## src/rtl/ctl_sequencer.sv

```systemverilog
// Instruction sequencer: fetches and decodes 16-bit words, then issues register write, branch and mask controls.
// Pulse outputs are set on the edge into EXEC so they are high for exactly the EXEC cycle.
module ctl_sequencer #(
  parameter int unsigned     PC_W     = 16,
  parameter logic [PC_W-1:0] RESET_PC = PC_W'(16'h3000)
) (
  input  logic            clka,
  input  logic            reset_n_in,
  output logic            instr_req_out,
  output logic [PC_W-1:0] instr_addr_out,
  input  logic            instr_valid_in,
  input  logic [15:0]     instr_in,
  input  logic [PC_W-1:0] base_in,
  input  logic            pc_ctl_0_in,
  output logic [PC_W-1:0] pc_out,
  output logic [1:0]      alu_op_out,
  output logic [2:0]      dr_out,
  output logic [2:0]      sr1_out,
  output logic            we_reg_out,
  output logic            br_out,
  output logic            n_dec_out,
  output logic            z_dec_out,
  output logic            p_dec_out,
  output logic            illegal_out,
  output logic [2:0]      state_out
);

  localparam int unsigned IR_W  = 16;
  localparam int unsigned OFF_W = 9;

  localparam logic [3:0] OP_BR   = 4'b0000;
  localparam logic [3:0] OP_ADD  = 4'b0001;
  localparam logic [3:0] OP_AND  = 4'b0101;
  localparam logic [3:0] OP_NOT  = 4'b1001;
  localparam logic [3:0] OP_JMP  = 4'b1100;
  localparam logic [3:0] OP_LEA  = 4'b1110;
  localparam logic [3:0] OP_TRAP = 4'b1111;
  localparam logic [7:0] TRAP_HALT = 8'h25;

  typedef enum logic [2:0] {
    S_FETCH   = 3'b000,
    S_DECODE  = 3'b001,
    S_EXEC    = 3'b010,
    S_BR_WAIT = 3'b011,
    S_HALT    = 3'b100
  } state_t;

  state_t           state;
  logic [IR_W-1:0]  ir;
  logic [3:0]       opcode_c;
  logic             is_halt_c;
  logic [PC_W-1:0]  br_off_c;

  assign opcode_c  = ir[15:12];
  assign is_halt_c = (opcode_c == OP_TRAP) && (ir[7:0] == TRAP_HALT);
  assign br_off_c  = {{(PC_W-OFF_W){ir[OFF_W-1]}}, ir[OFF_W-1:0]};

  assign instr_addr_out = pc_out;
  assign state_out      = state;

  // ALU operation select; non-ALU opcodes default to ADD encoding
  function automatic logic [1:0] alu_sel(input logic [3:0] op);
    case (op)
      OP_AND:  alu_sel = 2'b01;
      OP_NOT:  alu_sel = 2'b10;
      OP_LEA:  alu_sel = 2'b11;
      default: alu_sel = 2'b00;
    endcase
  endfunction

  always_ff @(posedge clka or negedge reset_n_in) begin
    if (!reset_n_in) begin
      state         <= S_FETCH;
      pc_out        <= RESET_PC;
      ir            <= '0;
      instr_req_out <= 1'b0;
      alu_op_out    <= 2'b00;
      dr_out        <= 3'b000;
      sr1_out       <= 3'b000;
      we_reg_out    <= 1'b0;
      br_out        <= 1'b0;
      illegal_out   <= 1'b0;
      n_dec_out     <= 1'b0;
      z_dec_out     <= 1'b0;
      p_dec_out     <= 1'b0;
    end else begin
      we_reg_out  <= 1'b0;
      br_out      <= 1'b0;
      illegal_out <= 1'b0;
      case (state)
        S_FETCH: begin
          // Request rises one cycle into FETCH after reset; valid only counts while requesting
          instr_req_out <= 1'b1;
          if (instr_req_out && instr_valid_in) begin
            ir            <= instr_in;
            pc_out        <= pc_out + PC_W'(1);
            instr_req_out <= 1'b0;
            state         <= S_DECODE;
          end
        end
        S_DECODE: begin
          dr_out     <= ir[11:9];
          sr1_out    <= ir[8:6];
          alu_op_out <= alu_sel(opcode_c);
          state      <= S_EXEC;
          case (opcode_c)
            OP_ADD, OP_AND, OP_NOT, OP_LEA: we_reg_out <= 1'b1;
            OP_BR: begin
              br_out    <= 1'b1;
              n_dec_out <= ir[11];
              z_dec_out <= ir[10];
              p_dec_out <= ir[9];
            end
            OP_JMP: ;
            default: illegal_out <= !is_halt_c;
          endcase
        end
        S_EXEC: begin
          if (opcode_c == OP_BR) begin
            state <= S_BR_WAIT;
          end else if (is_halt_c) begin
            state <= S_HALT;
          end else begin
            if (opcode_c == OP_JMP) pc_out <= base_in;
            instr_req_out <= 1'b1;
            state         <= S_FETCH;
          end
        end
        S_BR_WAIT: begin
          // Branch FSM decision is valid by now; PC already points past the branch
          if (pc_ctl_0_in) pc_out <= pc_out + br_off_c;
          n_dec_out     <= 1'b0;
          z_dec_out     <= 1'b0;
          p_dec_out     <= 1'b0;
          instr_req_out <= 1'b1;
          state         <= S_FETCH;
        end
        S_HALT: begin
          instr_req_out <= 1'b0;
        end
        default: begin
          instr_req_out <= 1'b0;
          state         <= S_FETCH;
        end
      endcase
    end
  end

endmodule

```

## config.mk

```make
export PLATFORM = sky130hd
export DESIGN_NAME = ctl_sequencer
export DESIGN_NICKNAME = d
export VERILOG_FILES = /design/src/rtl/ctl_sequencer.sv
export SDC_FILE = /design/constraint.sdc
export NUM_CORES = 1
export LEC_CHECK = 0
export ABC_AREA = 1
export CORE_MARGIN = 2
export CORE_UTILIZATION = 40
export CTS_CLUSTER_SIZE = 25
export DETAILED_ROUTE_END_ITERATION = 10
export PLACE_DENSITY = 0.69
export SETUP_SLACK_MARGIN = 0.15
export SLEW_MARGIN = 30
export SYNTH_ARGS = -nofsm -noshare
export SYNTH_HDL_FRONTEND = slang
export SYNTH_SLANG_ARGS = --single-unit
```

## constraint.sdc

```tcl
create_clock -name clka -period 3 [get_ports clka]
set_clock_uncertainty 0.1 [all_clocks]
set_input_delay 0.6 -clock clka [delete_from_list [all_inputs] [get_ports clka]]
set_output_delay 0.6 -clock clka [all_outputs]
set_load 0.05 [all_outputs]
```

======== Word level (Yosys, flattened, before mapping) ========
Index checks and enable logic that the tools add are counted.
word-level totals
  flip-flop bits (word level) ............. 50
  bits in latches ......................... 0
  RAM bits ................................ 0
  memory bits (read-only) ................. 0
  word-level logic and storage cells ...... 75
  memories kept ........................... 0
operators by class
  add/subtract/negate cells ............... 2
  multipliers ............................. 0
  div/mod/pow operators ................... 0
  order comparisons ....................... 0
  eq/ne operators ......................... 17
  shift-type cells ........................ 0
  mux-type cells .......................... 27
  bitwise logic cells ..................... 2
  reduce and logical (&&, ||, !) cells .... 14
operators by type and width
  operator               number
  $mux 16                5
  $pmux 16 s3            1
  $add 16x1->16 const B  1
  $add 16x16->16         1
  $eq 4x4->1 const B     4
  $mux 1                 12
  $ne 2x2->1 const B     6
  $pmux 3 s4             1
  $mux 3                 3
  $eq 8x6->1 const B     1
  $eq 3x2->1 const B     2
  $pmux 1 s2             3
  $pmux 2 s3             1
  $reduce_and 2->1       3
  $reduce_and 6->1       1
  $reduce_or 6->1        1
  $eq 4x1->1 const B     1
  $eq 4x3->1 const B     1
  $logic_not 4->1        1
  $pmux 1 s4             1
  $reduce_or 4->1        1
  $eq 3x1->1 const B     1
  $eq 3x3->1 const B     1
  $logic_not 3->1        1
  6 further kinds        8

======== Logic depth before layout (Yosys ltp) ========
Gate-level depths: netlist (run 1).
  depth after elaboration ................. 5
  gate-level depth with buffers ........... 18
  gate-level depth less buffers ........... 17

======== Least setup slack after synthesis (run 1) ========
Ideal clock, no wire load.
  path kind ............................... flip-flop to flip-flop
  from .................................... register state[2] (netlist: state_out[2])
  to ...................................... register pc_out[14] (netlist: instr_addr_out[14])
  setup time .............................. 118 ps
  arrival time ............................ 2605 ps
  setup slack ............................. 177 ps
  stages on the path, launching flop included .. 18
  period minus slack after synthesis ...... 2823 ps
  cells stage by stage .................... dfrtp_1 inv_2 nand3_1 clkbuf_1 nor2_1 fa_1 nand3_1 nand2_1 nand2_1 nand2_1 nand2_1 nand2_1 a21oi_1 inv_1 nand2_1 nand3_1 nand2_1 nand2_1
between the ends
  longest elaborated chain between the ends .. 3
ends and longest elaborated chain
  element                                                                  RTL line  RTL
  start: declaration                                                       48        state_t state;
  start signal: assignment                                                 73        state <= S_FETCH;
  start signal: assignment                                                 98        state <= S_DECODE;
  start signal: assignment                                                 105       state <= S_EXEC;
  $eq 3x2->1 / $logic_not 3->1 (equally long branches)                     90        case (state)
  $ne 2x2->1 (no source line) / $reduce_bool 3->1 (equally long branches)  n/a
  $reduce_and 6->1 (no source line)                                        n/a
  end signal: assignment                                                   96        pc_out <= pc_out + PC_W'(1);
  end signal: assignment                                                   124       if (opcode_c == OP_JMP) pc_out <= base_in;
  end signal: assignment                                                   131       if (pc_ctl_0_in) pc_out <= pc_out + br_off_c;
  end: declaration                                                         15        output logic [PC_W-1:0] pc_out,
Parallel ways exist; a longest one is shown, timed or not.
A chain may end at the register's enable or synchronous reset.

======== Worst setup path in the final report (run 1) ========
  from .................................... register state[0] (netlist: state_out[0])
  to ...................................... register pc_out[14] (netlist: instr_addr_out[14])
Same word-level chain as after synthesis.

==> results of run 1 <==
## registers in the layout, indices dropped and copies added (netlist names)
register,cells
ir,16
state_out,3
dr_out,3
n_dec_out,1
instr_req_out,1
instr_addr_out,16
z_dec_out,1
p_dec_out,1
we_reg_out,1
illegal_out,1
sr1_out,3
alu_op_out,2
br_out,1
## cell usage after synthesis, types with 3 or more instances
cell / n / area [um^2]
a21oi_1: 32 / 160
a31oi_1: 5 / 31.3
a41oi_1: 3 / 26.3
buf_2: 4 / 20.0
buf_4: 18 / 135
clkbuf_1: 6 / 22.5
dfrtp_1: 48 / 1200
ha_1: 8 / 100
inv_1: 45 / 169
inv_2: 5 / 18.8
nand2_1: 93 / 349
nand3_1: 26 / 130
nor2_1: 59 / 221
nor3_1: 3 / 15.0
o21ai_0: 22 / 110
o21ai_1: 7 / 35.0
o31ai_2: 3 / 37.5
xor2_1: 4 / 35.0
## cell type report
type                    instances  area share [%]
clock buffers                   5            1.68
clock inverters                 2           0.367
inverters                      50            4.59
multi-input cells             289            36.4
flip-flops and latches         50            30.7
well taps                     102            3.12
repair buffers                 98            23.1
## report_power, final
group / total (mW) / internal, mW / switching, mW / leakage, nW
sequential: 1.27 / 0.995 / 0.279 / 0.592
combinational: 3.46 / 1.16 / 2.30 / 1.36
clock: 0.394 / 0.160 / 0.234 / 0.0362
## per-stage QoR
stage	setup slack, ns	instances	total power, mW
after global routing	0.143	596	5.48
final	0.428	596	5.12
after global placement	0.257	580	4.62
after CTS	0.174	587	5.07
after floorplan	0.177	419	3.80
after detailed placement	0.193	580	4.66
## cell families (layout without fill, tap and decap cells)
group | count (synthesis) | after routing | share of synthesized area [%]
AND/OR/NAND/NOR | 192 | 192 | 26.0
AO/OA/AOI/OAI | 81 | 81 | 15.1
buffers and inverters | 80 | 155 | 12.5
flip-flops | 50 | 50 | 40.4
adder cells (fa/ha/maj) | 9 | 9 | 3.87
XOR/XNOR | 6 | 6 | 1.69
multiplexers | 1 | 1 | 0.363
## routing by layer
| layer | vias to the layer above | GRT usage [%] |
|---|---|---|
| li1 | 1492 | - |
| met1 | 1341 | 24.8 |
| met2 | 88 | 32.0 |
| met3 | 8 | 3.12 |
| met4 | 0 | 4.73 |
| met5 | - | 0 |
## path summary, 6_finish.rpt
path,from,to,slack (ns),depth (start not counted)
max,state_out[0]$_DFFE_PN0P_,instr_addr_out[14]$_DFFE_PN0P_,0.43,17
min,reset_n_in,instr_addr_out[10]$_DFFE_PN0P_,0.29,2
max reg2reg,state_out[0]$_DFFE_PN0P_,instr_addr_out[14]$_DFFE_PN0P_,0.43,17
min reg2reg,sr1_out[0]$_DFFE_PN0P_,sr1_out[0]$_DFFE_PN0P_,0.39,2
max in group asynchronous,reset_n_in,state_out[0]$_DFFE_PN0P_,2.05,2
min in group clka,sr1_out[0]$_DFFE_PN0P_,sr1_out[0]$_DFFE_PN0P_,0.39,2
## layout by cell type (no fill, tap or decap), drive strengths merged, types with 3 or more instances in the layout
cell type and n:
nand2 95, clkdlybuf4s50 84, nor2 62, inv 50, dfrtp 48, a21oi 32, o21ai 29, nand3 26
buf 14, ha 8, a31oi 5, clkbuf 5, xor2 4, o31ai 4, nor3 3, a41oi 3
## repair_timing
item	CTS	global route
resized for setup	0	8
setup endpoints to repair	0	8
setup buffers	0	9
==> results_dict.tcl, run 1 <==
set metrics [dict create \
    status "finished clean" \
    crit_fanout 7 \
    grt_pass1_vias 2755 \
    io_buffers 85 \
    crit_arrival_ns 2.68 \
    routed-wl-met3_um 390 \
    drc 0 \
    whs_ns 0.288 \
    yosysSeqAreaShare_pct 40.4 \
    area_growth_pct 31.7 \
    cts_made_buffers 5 \
    worstSkewPairLatency_ns 0.31 \
    viasPerCell 4.91 \
    cts_sinks 50 \
    p_per_area_nw_per_um2 1250 \
    htreeDepth 2 \
    layout-drive-gt1-share_pct 9.51 \
    fillers 757 \
    path_clk_slew_ns 0.09 \
    ff_latch_area_um2 1260 \
    hold_buffers 0 \
    multi_input_area_um2 1490 \
    drt_wl_total_um 7910 \
    grt_antenna_before_repair 0 \
    ys_types 38 \
    die_w_um 92.1 \
    routedLengthMet1_um 3650 \
    yosysWarnings 0 \
    hpwl_um 5840 \
    coreArea_um2 7610 \
    cap_violations 0 \
    ir_drop_mv 0.589 \
    syn-mean-instance-area_um2 7.41 \
    dr.max_layer_used "met4" \
    synthFlopType "dfrtp_1" \
    cp-end-kind "register" \
    fmaxAchievable_ghz 0.389 \
    finalSetupTns_ns 0 \
    nNetsFinal 539 \
    syn_area_um2 3100 \
    overflow 0 \
    critPathMaxStageDelay_ns 0.46 \
    placed_area_um2 3910 \
    rows 32 \
    synth-edff-count 0 \
    cts_buffer_depth 2 \
    start_util_pct 40.8 \
    hold_class "primary input to async pin" \
    drt-wirelength-per-cell_um 13.3 \
    finalCriticalPeriod_ns 2.57 \
    wl_met2_um 3760 \
    slew_headroom_pct 57.3 \
    cp_cell_sequence "nand2_2 > nor2_4 > nand2_1 > ha_1 > fa_1 > nand3_1 > nand2_1 > nand2_1 > nand2_1 > nand2_1 > nand2_2 > a21oi_2 > inv_1 > nand2_1 > nand3_1 > nand2_1 > nand2_1" \
    place_congestion 0.871 \
    p_leak_nw 1.99 \
    hold_viol 0 \
    diodes 0 \
    cts_tree "yes" \
    syn_inst 419 \
    critPathKind "register to register" \
    critPathTopFamily "simple AND/OR/NAND/NOR gates" \
    fp.dieH_um 92.1 \
    start_kind "register" \
    cp_slowest_cell "dfrtp_2" \
    drt-initial-drc-count 172 \
    grt_pass1_wl_um 12800 \
    critical_path_required_ns 3.11 \
    async_flop_share_pct 100 \
    setup-violations-final 0 \
    rsz0062_at_grt "false" \
    fin_util_pct 53.7 \
    worst-path-buf-inv 1 \
    boundaryPins 86 \
    grt_usage_pct 18.7 \
    num_vias 2929 \
    yosys_register_bits 50 \
    min_period_over_period_pct 85.7 \
    detail-route-antenna-nets 0 \
    drt-pass1-iter-count 5 \
    root_buffer "clkbuf_8" \
    final_area_um2 4090 \
    grt_max_degree 51 \
    crit_top_cell "nand2_1" \
    worst_slew_pin_slew_ns 0.641 \
    dieArea_um2 8480 \
    synth_nets 464 \
    slew_viol_final 0 \
]
No activity file was read; power rests on OpenSTA's default activity.
==> run 2: changes to the inputs <==
- clock period: 3 -> 2.5 ns (I/O delays scaled with it)
==> run 2 against run 1 <==
Against the previous run: critical path depth is the same; flip-flop and latch count is the same; count of clock-buffer cells in the layout did not move; first-iteration DRC count down 4.7%; sequential share of layout area fell by 1.8 points; fmax increased by 9.2%; cell area increased by 6.4%; setup slack lost 0.28 ns; non-clock buffer count increased by 13; clock power grew 53%.
==> results_dict.tcl, run 2 (synthesis gave the netlist of run 1 again) <==
set metrics [dict create \
    status "finished clean" \
    diodes 0 \
    power.internal_mw 3.00 \
    crit_fanout 4 \
    layout-drive-gt1-share_pct 16.1 \
    finalCriticalPeriod_ns 2.35 \
    dp_slack_ns 0.0392 \
    p_switching_mw 3.47 \
    fmaxAchievable_ghz 0.425 \
    boundaryPins 86 \
    cts_tree "yes" \
    finalWorstSetupSlack_ns 0.145 \
    final_cell_mix "nand2_1, clkdlybuf4s50_1, nor2_1" \
    hold_class "primary input to async pin" \
    power_switching_share_pct 53.7 \
    cts_made_buffers 5 \
    critPathKind "register to register" \
    drt-pass1-iter-count 4 \
    start_kind "register" \
    rows 32 \
    rsz0062_at_grt "true" \
    whs_ns 0.0453 \
    p_leak_nw 2.13 \
    cp-end-kind "register" \
    drc 0 \
    p_clk_share_pct 9.3 \
    place_congestion 0.920 \
    grt_usage_pct 19.8 \
    startpoint "state_out[2]$_DFFE_PN0P_" \
    hold_viol 0 \
    final_common_cell "nand2_1" \
    setup-violations-final 0 \
    p_per_area_nw_per_um2 1490 \
    grt_max_degree 25 \
    crit_top_cell "nand2_2" \
    drt_wl_total_um 8170 \
    drt-wirelength-per-cell_um 13.4 \
    min_period_over_period_pct 94.2 \
    drt-initial-drc-count 164 \
    viasPerCell 5.01 \
    grt_antenna_before_repair 0 \
    ir_drop_mv 0.697 \
    coreArea_um2 7610 \
    overflow 0 \
    area_growth_pct 40.1 \
    hold_buffers 0 \
    fp.dieH_um 92.1 \
    num_vias 3055 \
    crit_arrival_ns 2.47 \
    critical_path_required_ns 2.61 \
    start_util_pct 40.8 \
    path_clk_slew_ns 0.10 \
    fin_util_pct 57.2 \
    worstSkewPairLatency_ns 0.32 \
    cap_violations 0 \
    die_w_um 92.1 \
    hpwl_um 5980 \
    crit-reg2reg-launch "state_out[2]$_DFFE_PN0P_" \
    slew_viol_final 0 \
    root_buffer "clkbuf_8" \
    io_buffers 85 \
    detail-route-antenna-nets 0 \
    combPwrFrac_pct 67.3 \
    seqPwrFrac_pct 23.4 \
    critPathMaxStageDelay_ns 0.43 \
    grt_pass1_wl_um 13500 \
    fillers 694 \
    cp_cell_sequence "buf_6 > nor2_4 > nand2_2 > ha_4 > fa_2 > nand3_2 > nand2_2 > nand2_2 > nand2_2 > nand2_2 > nand2_4 > a21oi_4 > inv_1 > nand2_1 > nand3_1 > nand2_1 > nand2_1" \
    cp_slowest_cell "dfrtp_2" \
    finalSetupTns_ns 0 \
    dieArea_um2 8480 \
    nNetsFinal 552 \
    cts_buffer_depth 2 \
    grt_pass1_vias 2885 \
    cts_sinks 50 \
    slew_headroom_pct 63.6 \
    worst_slew_pin_slew_ns 0.545 \
    htreeDepth 2 \
]
## run 2: metal layers
layer / track usage, % / vias up / routed length (um)
met5: 0 / - / 0
met4: 5.22 / 0 / 99
met3: 3.37 / 9 / 312
met2: 33.6 / 84 / 3990
met1: 26.2 / 1441 / 3760
li1: - / 1521 / -
## run 2: what timing repair did
action	in CTS	in global routing
endpoints found under the hold margin	0	0
gates resized for setup	7	23
buffers inserted	6	6
setup endpoints to repair	7	12
cloned	0	0
pin swaps	6	13
## run 2: critical path, delay by kind of cell, from the launching register on
family                     cells  cell delay [ns]
DFF                            1             0.43
adders and majority gates      2             0.53
buffers and inverters          2             0.18
AOI/OAI and AO/OA              1             0.16
and+or+nand+nor               12             0.86
## run 2: worst paths after layout
check | endpoint | slack [ns] | cells past startpoint
setup / recovery | instr_addr_out[14]$_DFFE_PN0P_ | 0.15 | 17
hold / removal | instr_addr_out[11]$_DFFE_PN0P_ | 0.05 | 1
setup reg to reg | instr_addr_out[14]$_DFFE_PN0P_ | 0.15 | 17
hold reg to reg | instr_addr_out[12]$_DFFE_PN1P_ | 0.40 | 2
max in group asynchronous | ir[4]$_DFFE_PN0P_ | 1.62 | 2
min in group clka | instr_addr_out[12]$_DFFE_PN1P_ | 0.40 | 2
## run 2: final cells by class
cell class | count | area (um^2) | share of cell area (%)
Clock buffer | 5 | 68.8 | 1.58
Clock inverter | 3 | 47.5 | 1.09
Inverter | 50 | 188 | 4.32
Multi-Input combinational cell | 289 | 1600 | 36.9
Sequential cell | 50 | 1260 | 28.9
Tap cell | 102 | 128 | 2.94
Timing Repair Buffer | 111 | 1060 | 24.3
## run 2: power by group through the flow
stage / registers (mW) / clock network (mW) / logic (mW)
floorplan: 2.25 / 0 / 2.36
global route: 1.57 / 0.649 / 4.75
global placement: 1.49 / 0 / 4.12
detailed placement: 1.51 / 0 / 4.17
finish: 1.51 / 0.603 / 4.36
CTS: 1.51 / 0.621 / 4.23
## run 2: stage by stage
step                instance area [um^2]  power (mW)  std cells
finish                              4350        6.47        610
global placement                    4010        5.61        590
CTS                                 4210        6.36        604
floorplan                           3140        4.61        419
global route                        4350        6.96        610
detailed placement                  4010        5.68        590
